[config.mk]
export PLATFORM = sky130hd
export DESIGN_NAME = sdram_cache_arbiter
export DESIGN_NICKNAME = d
export VERILOG_FILES = /design/src/rtl/sdram_cache_arbiter.sv
export SDC_FILE = /design/constraint.sdc
export NUM_CORES = 1
export LEC_CHECK = 0
export CAP_MARGIN = 20
export CORE_UTILIZATION = 32
export CTS_CLUSTER_SIZE = 28
export DETAILED_ROUTE_END_ITERATION = 7
export PLACE_DENSITY_LB_ADDON = 0.05
export SYNTH_ARGS = -nofsm -noshare
export SYNTH_HDL_FRONTEND = slang
export SYNTH_SLANG_ARGS = --single-unit
[constraint.sdc]
create_clock -name clk -period 1.7 [get_ports clk]
set_input_delay 0.34 -clock clk [delete_from_list [all_inputs] [get_ports clk]]
set_output_delay 0.34 -clock clk [all_outputs]
set_load 0.02 [all_outputs]
[src/rtl/sdram_cache_arbiter.sv]
// rtl/sdram_cache_arbiter.sv - round-robin arbiter sharing one burst SDRAM port between two cache clients
module sdram_cache_arbiter #(
    parameter int burstlen = 8,
    parameter int cntbits  = 3
) (
    input  logic        clk,
    input  logic        reset,
    input  logic        c0_req,
    input  logic        c0_rw,
    input  logic [31:0] c0_addr,
    input  logic [15:0] c0_wdata,
    output logic        c0_fill,
    output logic        c0_ack,
    input  logic        c1_req,
    input  logic        c1_rw,
    input  logic [31:0] c1_addr,
    input  logic [15:0] c1_wdata,
    output logic        c1_fill,
    output logic        c1_ack,
    output logic [15:0] data_to_clients,
    output logic        mem_req,
    output logic        mem_rw,
    output logic [31:0] mem_addr,
    output logic [15:0] mem_wdata,
    input  logic        mem_fill,
    input  logic [15:0] mem_data,
    input  logic        mem_ack,
    output logic [1:0]  grant,
    output logic        busy
);

    typedef enum logic [1:0] {IDLE, RDWAIT, BURST, WRWAIT} state_t;

    localparam logic [cntbits-1:0] cnt_last = cntbits'(burstlen - 1);
    localparam logic [cntbits-1:0] cnt_one  = cntbits'(1);
    localparam logic single_word = (burstlen == 1);

    state_t             state;
    state_t             state_next;
    logic [cntbits-1:0] cnt;
    logic               last;
    logic               any_req;
    logic               pick;
    logic               pick_rw;

    // pick: 0 selects client 0; on contention the client that did not win last time goes
    always_comb begin
        any_req = c0_req | c1_req;
        if (c0_req && c1_req) begin
            pick = ~last;
        end else begin
            pick = c1_req;
        end
        pick_rw = pick ? c1_rw : c0_rw;
    end

    always_comb begin
        state_next = state;
        c0_fill    = 1'b0;
        c1_fill    = 1'b0;
        c0_ack     = 1'b0;
        c1_ack     = 1'b0;
        case (state)
            IDLE: begin
                if (any_req) begin
                    state_next = pick_rw ? RDWAIT : WRWAIT;
                end
            end
            RDWAIT: begin
                if (mem_fill) begin
                    c0_fill    = grant[0];
                    c1_fill    = grant[1];
                    state_next = single_word ? IDLE : BURST;
                end
            end
            BURST: begin
                if (cnt == cnt_last) begin
                    state_next = IDLE;
                end
            end
            WRWAIT: begin
                if (mem_ack) begin
                    c0_ack     = grant[0];
                    c1_ack     = grant[1];
                    state_next = IDLE;
                end
            end
            default: state_next = IDLE;
        endcase
    end

    always_ff @(posedge clk) begin
        if (!reset) begin
            state    <= IDLE;
            grant    <= 2'b00;
            last     <= 1'b1;
            mem_req  <= 1'b0;
            mem_rw   <= 1'b1;
            mem_addr <= 32'h0;
            cnt      <= '0;
        end else begin
            state <= state_next;
            case (state)
                IDLE: begin
                    if (any_req) begin
                        grant    <= pick ? 2'b10 : 2'b01;
                        last     <= pick;
                        mem_addr <= pick ? c1_addr : c0_addr;
                        mem_rw   <= pick_rw;
                        mem_req  <= 1'b1;
                    end
                end
                RDWAIT: begin
                    if (mem_fill) begin
                        mem_req <= 1'b0;
                        cnt     <= cnt_one;
                        if (single_word) begin
                            grant <= 2'b00;
                        end
                    end
                end
                BURST: begin
                    cnt <= cnt + cnt_one;
                    if (cnt == cnt_last) begin
                        grant <= 2'b00;
                    end
                end
                WRWAIT: begin
                    if (mem_ack) begin
                        mem_req <= 1'b0;
                        grant   <= 2'b00;
                    end
                end
                default: ;
            endcase
        end
    end

    // Burst data is never stalled, so the controller's bus is simply fanned out
    assign data_to_clients = mem_data;
    assign mem_wdata       = grant[1] ? c1_wdata : (grant[0] ? c0_wdata : 16'h0);
    assign busy            = (state != IDLE);

endmodule
==> out/summary.txt, run 1 <==
worst hold path type: register to register
crit path cell chain: inv_2 > nor2_4 > buf_6 > buf_12 > a22o_1 > buf_4
WP data required: 1.36 ns
Layout Skew: 0.00748 ns
design area: 3890 um^2
Leak Pwr: 1.64 nW
most frequent cells in the layout: clkdlybuf4s50_1, nand2_1, dfxtp_1
width of the die: 84.9 um
peak supply drop: 0.000463 V
DR WL/cell: 14.1 um
Pre-antenna DRT Iters: 8
max-slew violation count: 0
Buffers on Ports: 160
pre-CTS WS: -0.342 ns
hold buffer count at cts: 0
final hold violations: 0
n_diodes: 0
P&R area growth vs syn: 77.0%
clock buffer count from CTS: 5
# DRC: 15
synthesized flop and latch total: 42
Setup CP Type: register to primary output
Nets: 558
initial antenna violation count: 0
clk sinks: 42
CP endpoint kind: primary output
FMAX: 604 MHz
Slew Limit Headroom: 81.6%
GPL Wtd Cong: 0.808
Max-cap violations: 0
post-synth cell types: 36
Cells after Synth: 283
share of layout cells above drive strength 1: 13.5%
fin crit share: 97.4%
Syn. warnings: 0
Cell Area, Placed: 3830 um^2
WP buf/inv: 4
Worst Setup Slack, final: 0.0443 ns
fin util: 59.9%
routed wire length: 7220 um
Core Area: 6490 um^2
Max stage delay on crit path: 0.33 ns
initial core utilization: 33.9%
Die H: 84.9 um
status: finished with violations
pwr dens: 845 nW/um^2
vias in the first global route: 2,384
largest net degree at the start of global routing: 50
I/O pin cnt: 193
family with the most delay on the worst path: buffers and inverters
commonest non-fill, non-tap cell in the layout: clkdlybuf4s50_1
Clk Latency, worst-skew pair: 0.29 ns
Critical-path top delay cell: dfxtp_2
Detailed Route Iter0 Violations: 93
Reg clk slew, reported paths: 0.08 ns
via count: 2,518
worst slew pin tran: 0.276 ns
die area: 7210 um^2
site row count: 29
minimum clock period: 1.66 ns
Data arrival, critical path: 1.32 ns
total grt overflow: 0
CTS H-tree lvls: 2
sequential area share after synthesis: 38.2%
CTS tree: done
GRT Overall Usage: 19.8%
Mapped Nets: 405
number of vias per cell: 4.91
Mean Syn Cell Area: 7.77 um^2
Final Setup Violations: 0
Routed Antenna Nets: 0
first-pass GRT wire length: 11,500 um
Clk Tree Root Cell: clkbuf_8
CP Launch Type: register
failing checks: DRC
CP Max Fanout: 6
clk buf depth: 2
Cell Area, Synth: 2200 um^2
DP Wirelength: 5310 um
-- cells by family after synthesis --
kind of cell / share of synthesized area, %
adders and majority gates: 1.14
xor gates and xnor gates: 0.398
and+or+nand+nor: 17.9
AOI/OAI and AO/OA: 28.3
DFF: 38.2
muxes: 0.967
buffers and inverters: 13.1
-- power breakdown --
group	switching (mW)	internal (mW)	leakage [nW]
Combinational	0.696	0.766	1.26
Clock	0.333	0.284	0.0383
Sequential	0.0763	1.14	0.349
-- state kept, by name, indices dropped and copies added (netlist names) --
signal / count
cnt: 3
grant: 2
last: 1
mem_addr: 32
mem_req: 1
mem_rw: 1
state: 2
-- synthesized netlist by cell type --
master	n	share of area [%]
a221oi_1	1	0.40
nor2_4	1	0.51
nor2_1	7	1.2
mux2_2	1	0.51
a31o_2	1	0.40
clkbuf_1	4	0.68
o21a_1	1	0.34
nand2b_1	1	0.28
nand4_1	2	0.57
o21ai_1	2	0.46
o211a_1	1	0.46
mux2i_1	1	0.46
inv_1	6	1.0
dfxtp_1	42	38
buf_6	3	1.5
o211ai_1	1	0.34
xnor2_1	1	0.40
a21oi_1	3	0.68
a22o_1	16	6.4
nand3_1	3	0.68
buf_1	1	0.17
a31oi_1	32	9.1
a21boi_4	1	0.85
ha_1	2	1.1
nand2_1	76	13
a21boi_0	1	0.34
a211o_1	1	0.40
o21ai_0	32	7.3
buf_2	8	1.8
nor3_1	2	0.46
and2b_1	1	0.34
buf_4	23	7.9
nand3b_1	1	0.34
and3_1	2	0.57
a21bo_1	1	0.46
o21a_2	1	0.40
-- per-stage QoR --
step | power, mW | setup TNS (ns) | hold slack (ns) | std cells
after global placement | 2.69 | -4.71 | 0.472 | 502
after global routing | 3.49 | -0.0255 | 0.528 | 513
after floorplan | 1.99 | 0 | 0.457 | 283
final | 3.29 | 0 | 0.488 | 513
after CTS | 3.27 | -0.0816 | 0.490 | 509
after detailed placement | 2.70 | -4.89 | 0.476 | 502
-- worst reg2reg max path, cell delays in order, from the launching register on --
cell     delay [ns]
dfxtp_1        0.33
buf_4          0.17
nor2_4         0.12
buf_4          0.15
o21a_2         0.18
buf_12         0.21
o21ai_0        0.14
a31oi_1        0.15
-- layer usage --
layer / vias to the layer above / track usage, % / routed length, um
met5: - / 0 / 0
met4: 0 / 5.24 / 65
met3: 10 / 6.23 / 653
met2: 108 / 36.3 / 3690
met1: 1120 / 22.2 / 2810
li1: 1280 / - / -
-- path summary, 6_finish.rpt --
path	start	end	slack [ns]	cells past startpoint
worst max register to register	state[0]	mem_addr[4]	0.18	7
worst max-delay path	grant[0]	mem_wdata[5]	0.04	6
worst min-delay path	cnt[2]	cnt[2]	0.49	2
worst min register to register	cnt[2]	cnt[2]	0.49	2
-- repair_timing --
| action | in CTS | in global routing |
|---|---|---|
| endpoints found under the setup margin | 22 | 20 |
| buffers inserted | 0 | 3 |
| cloned | 0 | 1 |
| resized for setup | 79 | 22 |
| pin swaps | 0 | 2 |
-- layout make-up --
type                       count  area (um^2)
inverter                       6         22.5
fill                         635         2600
multi-input combinational    196         1080
clock buffer                   7         76.3
timing repair buffer         185         1780
sequential                    42          843
tap                           77         96.3
Note: power is estimated with default switching activity, not from simulation.
==> inputs of run 2 (changes only) <==
--- a/config.mk
+++ b/config.mk
@@ -9,6 +9,7 @@
 export CORE_UTILIZATION = 32
 export CTS_CLUSTER_SIZE = 28
 export DETAILED_ROUTE_END_ITERATION = 7
+export MAX_ROUTING_LAYER = met4
 export PLACE_DENSITY_LB_ADDON = 0.05
 export SYNTH_ARGS = -nofsm -noshare
 export SYNTH_HDL_FRONTEND = slang
==> run 2 against run 1 <==
Compared with the run above:
- the flow still finishes with violations (DRC)
- global-route usage increased by 0.60 points
- critical endpoint unchanged
- non-clock buffer count did not move
- clock power about the same
- routed wire length increased by 0.30%
- largest cell class unchanged
==> out/summary.txt, run 2 (synthesized netlist as in run 1, its figures left out) <==
status: finished with violations
failing checks: DRC
GRT Overall Usage: 20.4% (+0.60 points)
initial core utilization: 33.9% (unchanged)
Core Area: 6490 um^2 (unchanged)
Setup CP Type: register to primary output
Die H: 84.9 um (unchanged)
Detailed Route Iter0 Violations: 112 (+20%)
number of vias per cell: 4.92 (+0.32%)
share of layout cells above drive strength 1: 13.5% (unchanged)
Flop pwr share: 36.8% (about the same)
pwr dens: 846 nW/um^2 (about the same)
Logic pwr share: 44.4% (about the same)
minimum clock period: 1.66 ns (+0.000425 ns)
clock buffer count from CTS: 5 (unchanged)
Clk Latency, worst-skew pair: 0.29 ns (about the same)
WP data required: 1.36 ns (about the same)
hold buffer count at cts: 0 (unchanged)
commonest non-fill, non-tap cell in the layout: clkdlybuf4s50_1
Data arrival, critical path: 1.32 ns (about the same)
Clk Tree Root Cell: clkbuf_8
most frequent cells in the layout: clkdlybuf4s50_1, nand2_1, dfxtp_1
largest net degree at the start of global routing: 50 (unchanged)
switch share: 33.6% (+0.043 points)
total grt overflow: 0 (unchanged)
Slew Limit Headroom: 81.5% (about the same)
first-pass GRT wire length: 11,400 um (-0.17%)
site row count: 29 (unchanged)
via count: 2,526 (+0.32%)
initial antenna violation count: 0 (unchanged)
die area: 7210 um^2 (unchanged)
Nets: 558 (unchanged)
Routed Antenna Nets: 0 (unchanged)
Register Area: 843 um^2 (unchanged)
worst hold path type: register to register
# DRC: 15 (unchanged)
clock share of power: 18.7% (about the same)
fin crit share: 97.4% (about the same)
family with the most delay on the worst path: buffers and inverters
WP buf/inv: 4 (unchanged)
FILL cells: 635 (unchanged)
clk sinks: 42 (unchanged)
max-slew violation count: 0 (unchanged)
clk buf depth: 2 (unchanged)
CP Launch Type: register
top flop regs: mem_addr (32), cnt (3)
CTS H-tree lvls: 2 (unchanged)
Buffers on Ports: 160 (unchanged)
routed wire length: 7240 um (+0.30%)
final hold violations: 0 (unchanged)
Max-cap violations: 0 (unchanged)
Final Setup Violations: 0 (unchanged)
Leak Pwr: 1.64 nW (unchanged)
CP endpoint kind: primary output
vias in the first global route: 2,390 (+0.25%)
n_diodes: 0 (unchanged)
crit path cell chain: inv_2 > nor2_4 > buf_6 > buf_12 > a22o_1 > buf_4
width of the die: 84.9 um (unchanged)
CP Max Fanout: 6 (unchanged)
peak supply drop: 0.000465 V (+0.59%)
DP Wirelength: 5310 um (unchanged)
total power: 3.29 mW (about the same)
Critical-path top delay cell: dfxtp_2
P&R area growth vs syn: 77.0% (unchanged)
CTS tree: done
max reg flops: 32 (unchanged)
GPL Wtd Cong: 0.820 (+1.5%)
Cell Int Power: 2.19 mW (about the same)
Fin Setup TNS: 0 ns (unchanged)
Reg clk slew, reported paths: 0.08 ns (about the same)
worst slew pin tran: 0.276 ns (+0.000484 ns)
I/O pin cnt: 193 (unchanged)
placed insts: 502 (unchanged)
Layout Skew: 0.00740 ns (-0.0000831 ns)
FMAX: 604 MHz (about the same)
DR WL/cell: 14.1 um (+0.30%)
post-route insts no fill: 513 (unchanged)
Max stage delay on crit path: 0.33 ns (about the same)
Pre-antenna DRT Iters: 8 (unchanged)
largest register by flop count: mem_addr
area of the multi-input gates: 1080 um^2 (unchanged)
Sw Pwr: 1.11 mW (+0.20%)
==> run 2: cell counts in the layout (fill, tap and decap cells not counted) <==
No cell type changed its count.
==> run 2: worst reg2reg max path: stages (launching register included) <==
cell	delay, ns
dfxtp_1	0.33
buf_4	0.17
nor2_4	0.12
buf_4	0.15
o21a_2	0.18
buf_12	0.21
o21ai_0	0.14
a31oi_1	0.15
==> run 2: power groups by stage <==
stage | sequential, mW | combinational [mW] | clock [mW]
3_3_place_gp | 1.23 | 1.46 | 0
5_1_grt | 1.23 | 1.57 | 0.682
6_report | 1.21 | 1.46 | 0.618
4_1_cts | 1.21 | 1.42 | 0.639
2_1_floorplan | 1.39 | 0.598 | 0
3_5_place_dp | 1.23 | 1.47 | 0
==> run 2: timing repair <==
action / in CTS / in global routing
pin swaps: 0 / 2
setup endpoints to repair: 22 / 20
buffers inserted: 0 / 3
resized for setup: 79 / 22
gates cloned: 0 / 1
==> run 2: path summary, 6_finish.rpt <==
kind / startpoint / to / slack (ns) / cells after the start
min: cnt[2] / cnt[2] / 0.49 / 2
max reg2reg: state[0] / mem_addr[4] / 0.18 / 7
max: grant[0] / mem_wdata[5] / 0.04 / 6
min reg2reg: cnt[2] / cnt[2] / 0.49 / 2
==> run 2: final cells by class <==
type | instances | area share, %
repair buffers | 185 | 45.6
multi-input cells | 196 | 27.7
flip-flops and latches | 42 | 21.7
well taps | 77 | 2.47
clock buffers | 7 | 1.96
inverters | 6 | 0.578
==> run 2: per-stage QoR <==
stage | utilization [%] | setup slack [ns] | hold slack (ns) | area (um^2)
2_1_floorplan | - | 0.0558 | 0.457 | 2200
3_3_place_gp | 58.9 | -0.323 | 0.472 | 3830
3_5_place_dp | 58.9 | -0.342 | 0.476 | 3830
4_1_cts | 59.0 | -0.0816 | 0.490 | 3830
5_1_grt | 59.9 | -0.00920 | 0.528 | 3890
6_report | 59.9 | 0.0438 | 0.488 | 3890
==> run 2: metal layers <==
layer  up-vias  track usage (%)  wire [um]
met4         0             5.24         67
li1       1280                -          -
met3        12             4.96        554
met2       110             36.2       3690
met5         -                -          0
met1      1124             23.0       2930
==> inputs of run 3 (changes only) <==
--- a/config.mk
+++ b/config.mk
@@ -5,8 +5,7 @@
 export SDC_FILE = /design/constraint.sdc
 export NUM_CORES = 1
 export LEC_CHECK = 0
-export CAP_MARGIN = 20
-export CORE_UTILIZATION = 32
+export CORE_UTILIZATION = 29
 export CTS_CLUSTER_SIZE = 28
 export DETAILED_ROUTE_END_ITERATION = 7
 export MAX_ROUTING_LAYER = met4
==> constraint.sdc (replaced) <==
create_clock -name clk -period 1.5 [get_ports clk]
set_input_delay 0.3 -clock clk [delete_from_list [all_inputs] [get_ports clk]]
set_output_delay 0.3 -clock clk [all_outputs]
set_load 0.02 [all_outputs]
==> run 3 against run 2 <==
Compared with the run above:
- the flow finishes with violations (setup timing)
- critical path depth fell by 2
- sequential cell count did not move
- utilization fell by 2.1 points
- via count rose by 4.4%
- register-to-register slack got worse by 0.10 ns
- count of clock-buffer cells in the layout fell by 1
- critical path type unchanged
- critical endpoint is now mem_wdata[3]
==> out/summary.txt, run 3 (synthesized netlist as in run 1, its figures left out) <==
worst hold path type: register to register
WP buf/inv: 2 (-2)
CP Max Fanout: 6 (unchanged)
clock buffer count from CTS: 5 (unchanged)
Cell Area, Placed: 3930 um^2 (+2.5%)
Pre-antenna DRT Iters: 4 (-4)
clk buf depth: 2 (unchanged)
peak supply drop: 0.000460 V (-1.1%)
Core Area: 7290 um^2 (+12%)
Worst path depth: 4 (-2)
Max stage delay on crit path: 0.38 ns (+0.05 ns)
Buffers on Ports: 160 (unchanged)
Layout Skew: 0.00942 ns (+0.00202 ns)
Routed Antenna Nets: 0 (unchanged)
commonest non-fill, non-tap cell in the layout: clkdlybuf4s50_1
Reg clk slew, reported paths: 0.08 ns (about the same)
die area: 7940 um^2 (+10%)
fin util: 57.8% (-2.1 points)
first-pass GRT wire length: 11,100 um (-2.9%)
Logic pwr share: 43.6% (-0.8 points)
FILL cells: 739 (+16%)
status: finished with violations
worst hold slack: 0.500 ns (+0.0117 ns)
Clk Latency, worst-skew pair: 0.29 ns (about the same)
CP Launch Type: register
design area: 4220 um^2 (+8.3%)
site row count: 31 (+6.9%)
area of the multi-input gates: 1110 um^2 (+2.8%)
max reg flops: 32 (unchanged)
Register Area: 847 um^2 (+0.45%)
worst slew pin tran: 0.298 ns (+0.0221 ns)
DR WL/cell: 14.4 um (+2.3%)
most frequent cells in the layout: clkdlybuf4s50_1, nand2_1, dfxtp_1
top flop regs: mem_addr (32), cnt (3)
RSZ-0062 raised after global routing: true
FMAX: 638 MHz
crit path cell chain: nor2_4 > buf_4 > a22o_1 > buf_6
Final Setup Violations: 16 (+16)
WP data required: 1.20 ns (-0.16 ns)
placed insts: 529 (+5.4%)
initial core utilization: 30.2% (-3.7 points)
P&R area growth vs syn: 91.6%
initial antenna violation count: 0 (unchanged)
CTS tree: done
failing checks: setup timing
switch share: 32.9% (-0.70 points)
Leak Pwr: 1.89 nW (+15%)
Nets: 576 (+3.2%)
clock share of power: 22.1% (+3.4 points)
CTS H-tree lvls: 2 (unchanged)
GRT Overall Usage: 18.7% (-1.7 points)
clk sinks: 42 (unchanged)
Reg2Reg Depth: 7 (unchanged)
width of the die: 89.1 um (+4.9%)
largest register by flop count: mem_addr
share of layout cells above drive strength 1: 18.7% (+5.1 points)
minimum clock period: 1.57 ns
via count: 2,637 (+4.4%)
number of vias per cell: 4.76 (-3.3%)
total power: 4.02 mW (+22%)
fin crit share: 104%
Max-cap violations: 0 (unchanged)
total grt overflow: 0 (unchanged)
GPL Wtd Cong: 0.762 (-7.1%)
DP Wirelength: 5540 um (+4.5%)
CP endpoint kind: primary output
Critical-path top delay cell: dfxtp_4
# DRC: 0 (-15)
Sw Pwr: 1.32 mW (+19%)
post-route insts no fill: 554 (+8.0%)
pwr dens: 953 nW/um^2 (+13%)
largest net degree at the start of global routing: 35 (-30%)
Detailed Route Iter0 Violations: 70 (-38%)
I/O pin cnt: 193 (unchanged)
vias in the first global route: 2,309 (-3.4%)
Clk Tree Root Cell: clkbuf_8
Flop pwr share: 34.2% (-2.6 points)
final hold violations: 0 (unchanged)
Cell Int Power: 2.70 mW (+23%)
Worst Setup Slack, final: -0.0672 ns (-0.111 ns)
routed wire length: 8010 um (+11%)
Slew Limit Headroom: 80.2% (-1.3 points)
Setup CP Type: register to primary output
Die H: 89.1 um (+4.9%)
max-slew violation count: 0 (unchanged)
hold depth: 1 (-1)
Data arrival, critical path: 1.27 ns (-0.05 ns)
n_diodes: 0 (unchanged)
family with the most delay on the worst path: flip-flops
[run 3: changes by cell type in the layout (fill, tap and decap cells not counted), moves of 3 or more]
| cell | before | now |
|---|---|---|
| buf_4 | 21 | 37 |
| nor2_1 | 6 | 3 |
| buf_2 | 14 | 2 |
| clkbuf_16 | 0 | 3 |
| clkdlybuf4s50_1 | 137 | 101 |
| nor2_2 | 0 | 3 |
| buf_6 | 6 | 14 |
| dlygate4sd2_1 | 2 | 37 |
[run 3: routing by layer]
metal | GRT usage [%] | up-vias | wire (um)
met4 | 5.77 | 0 | 109
met3 | 5.63 | 9 | 820
met1 | 20.3 | 1193 | 3150
li1 | - | 1319 | -
met5 | - | - | 0
met2 | 32.9 | 116 | 3920
[run 3: per-stage QoR]
step | setup slack (ns) | TNS (ns)
floorplan | 0.0144 | 0
global placement | -0.458 | -12.28
detailed placement | -0.491 | -13.10
CTS | -0.117 | -1.17
global route | -0.157 | -1.94
finish | -0.0672 | -0.646
[run 3: worst paths after layout]
| path | from | endpoint | slack (ns) |
|---|---|---|---|
| worst min register to register | mem_req | mem_req | 0.50 |
| worst min-delay path | mem_req | mem_req | 0.50 |
| worst max register to register | state[0] | mem_rw | 0.08 |
| worst max-delay path | grant[1] | mem_wdata[3] | -0.07 |
[run 3: layout make-up]
| cell class | count | share of cell area, % |
|---|---|---|
| Clock buffer | 6 | 1.72 |
| Sequential cell | 42 | 20.1 |
| Inverter | 6 | 0.534 |
| Clock inverter | 2 | 0.890 |
| Tap cell | 99 | 2.94 |
| Timing Repair Buffer | 202 | 47.5 |
| Multi-Input combinational cell | 197 | 26.3 |
[run 3: power groups by stage]
stage          combinational [mW]  clock [mW]  sequential (mW)
2_1_floorplan               0.683           0             1.58
3_3_place_gp                 1.70           0             1.40
3_5_place_dp                 1.70           0             1.40
4_1_cts                      1.65       0.927             1.38
5_1_grt                      1.89       0.985             1.40
6_report                     1.75       0.890             1.38
[run 3: timing repair]
action | in CTS | in global routing
hold buffers | 0 | 0
setup buffers | 8 | 6
pin swaps | 1 | 6
endpoints found under the setup margin | 57 | 43
gates cloned | 0 | 4
resized for setup | 154 | 13
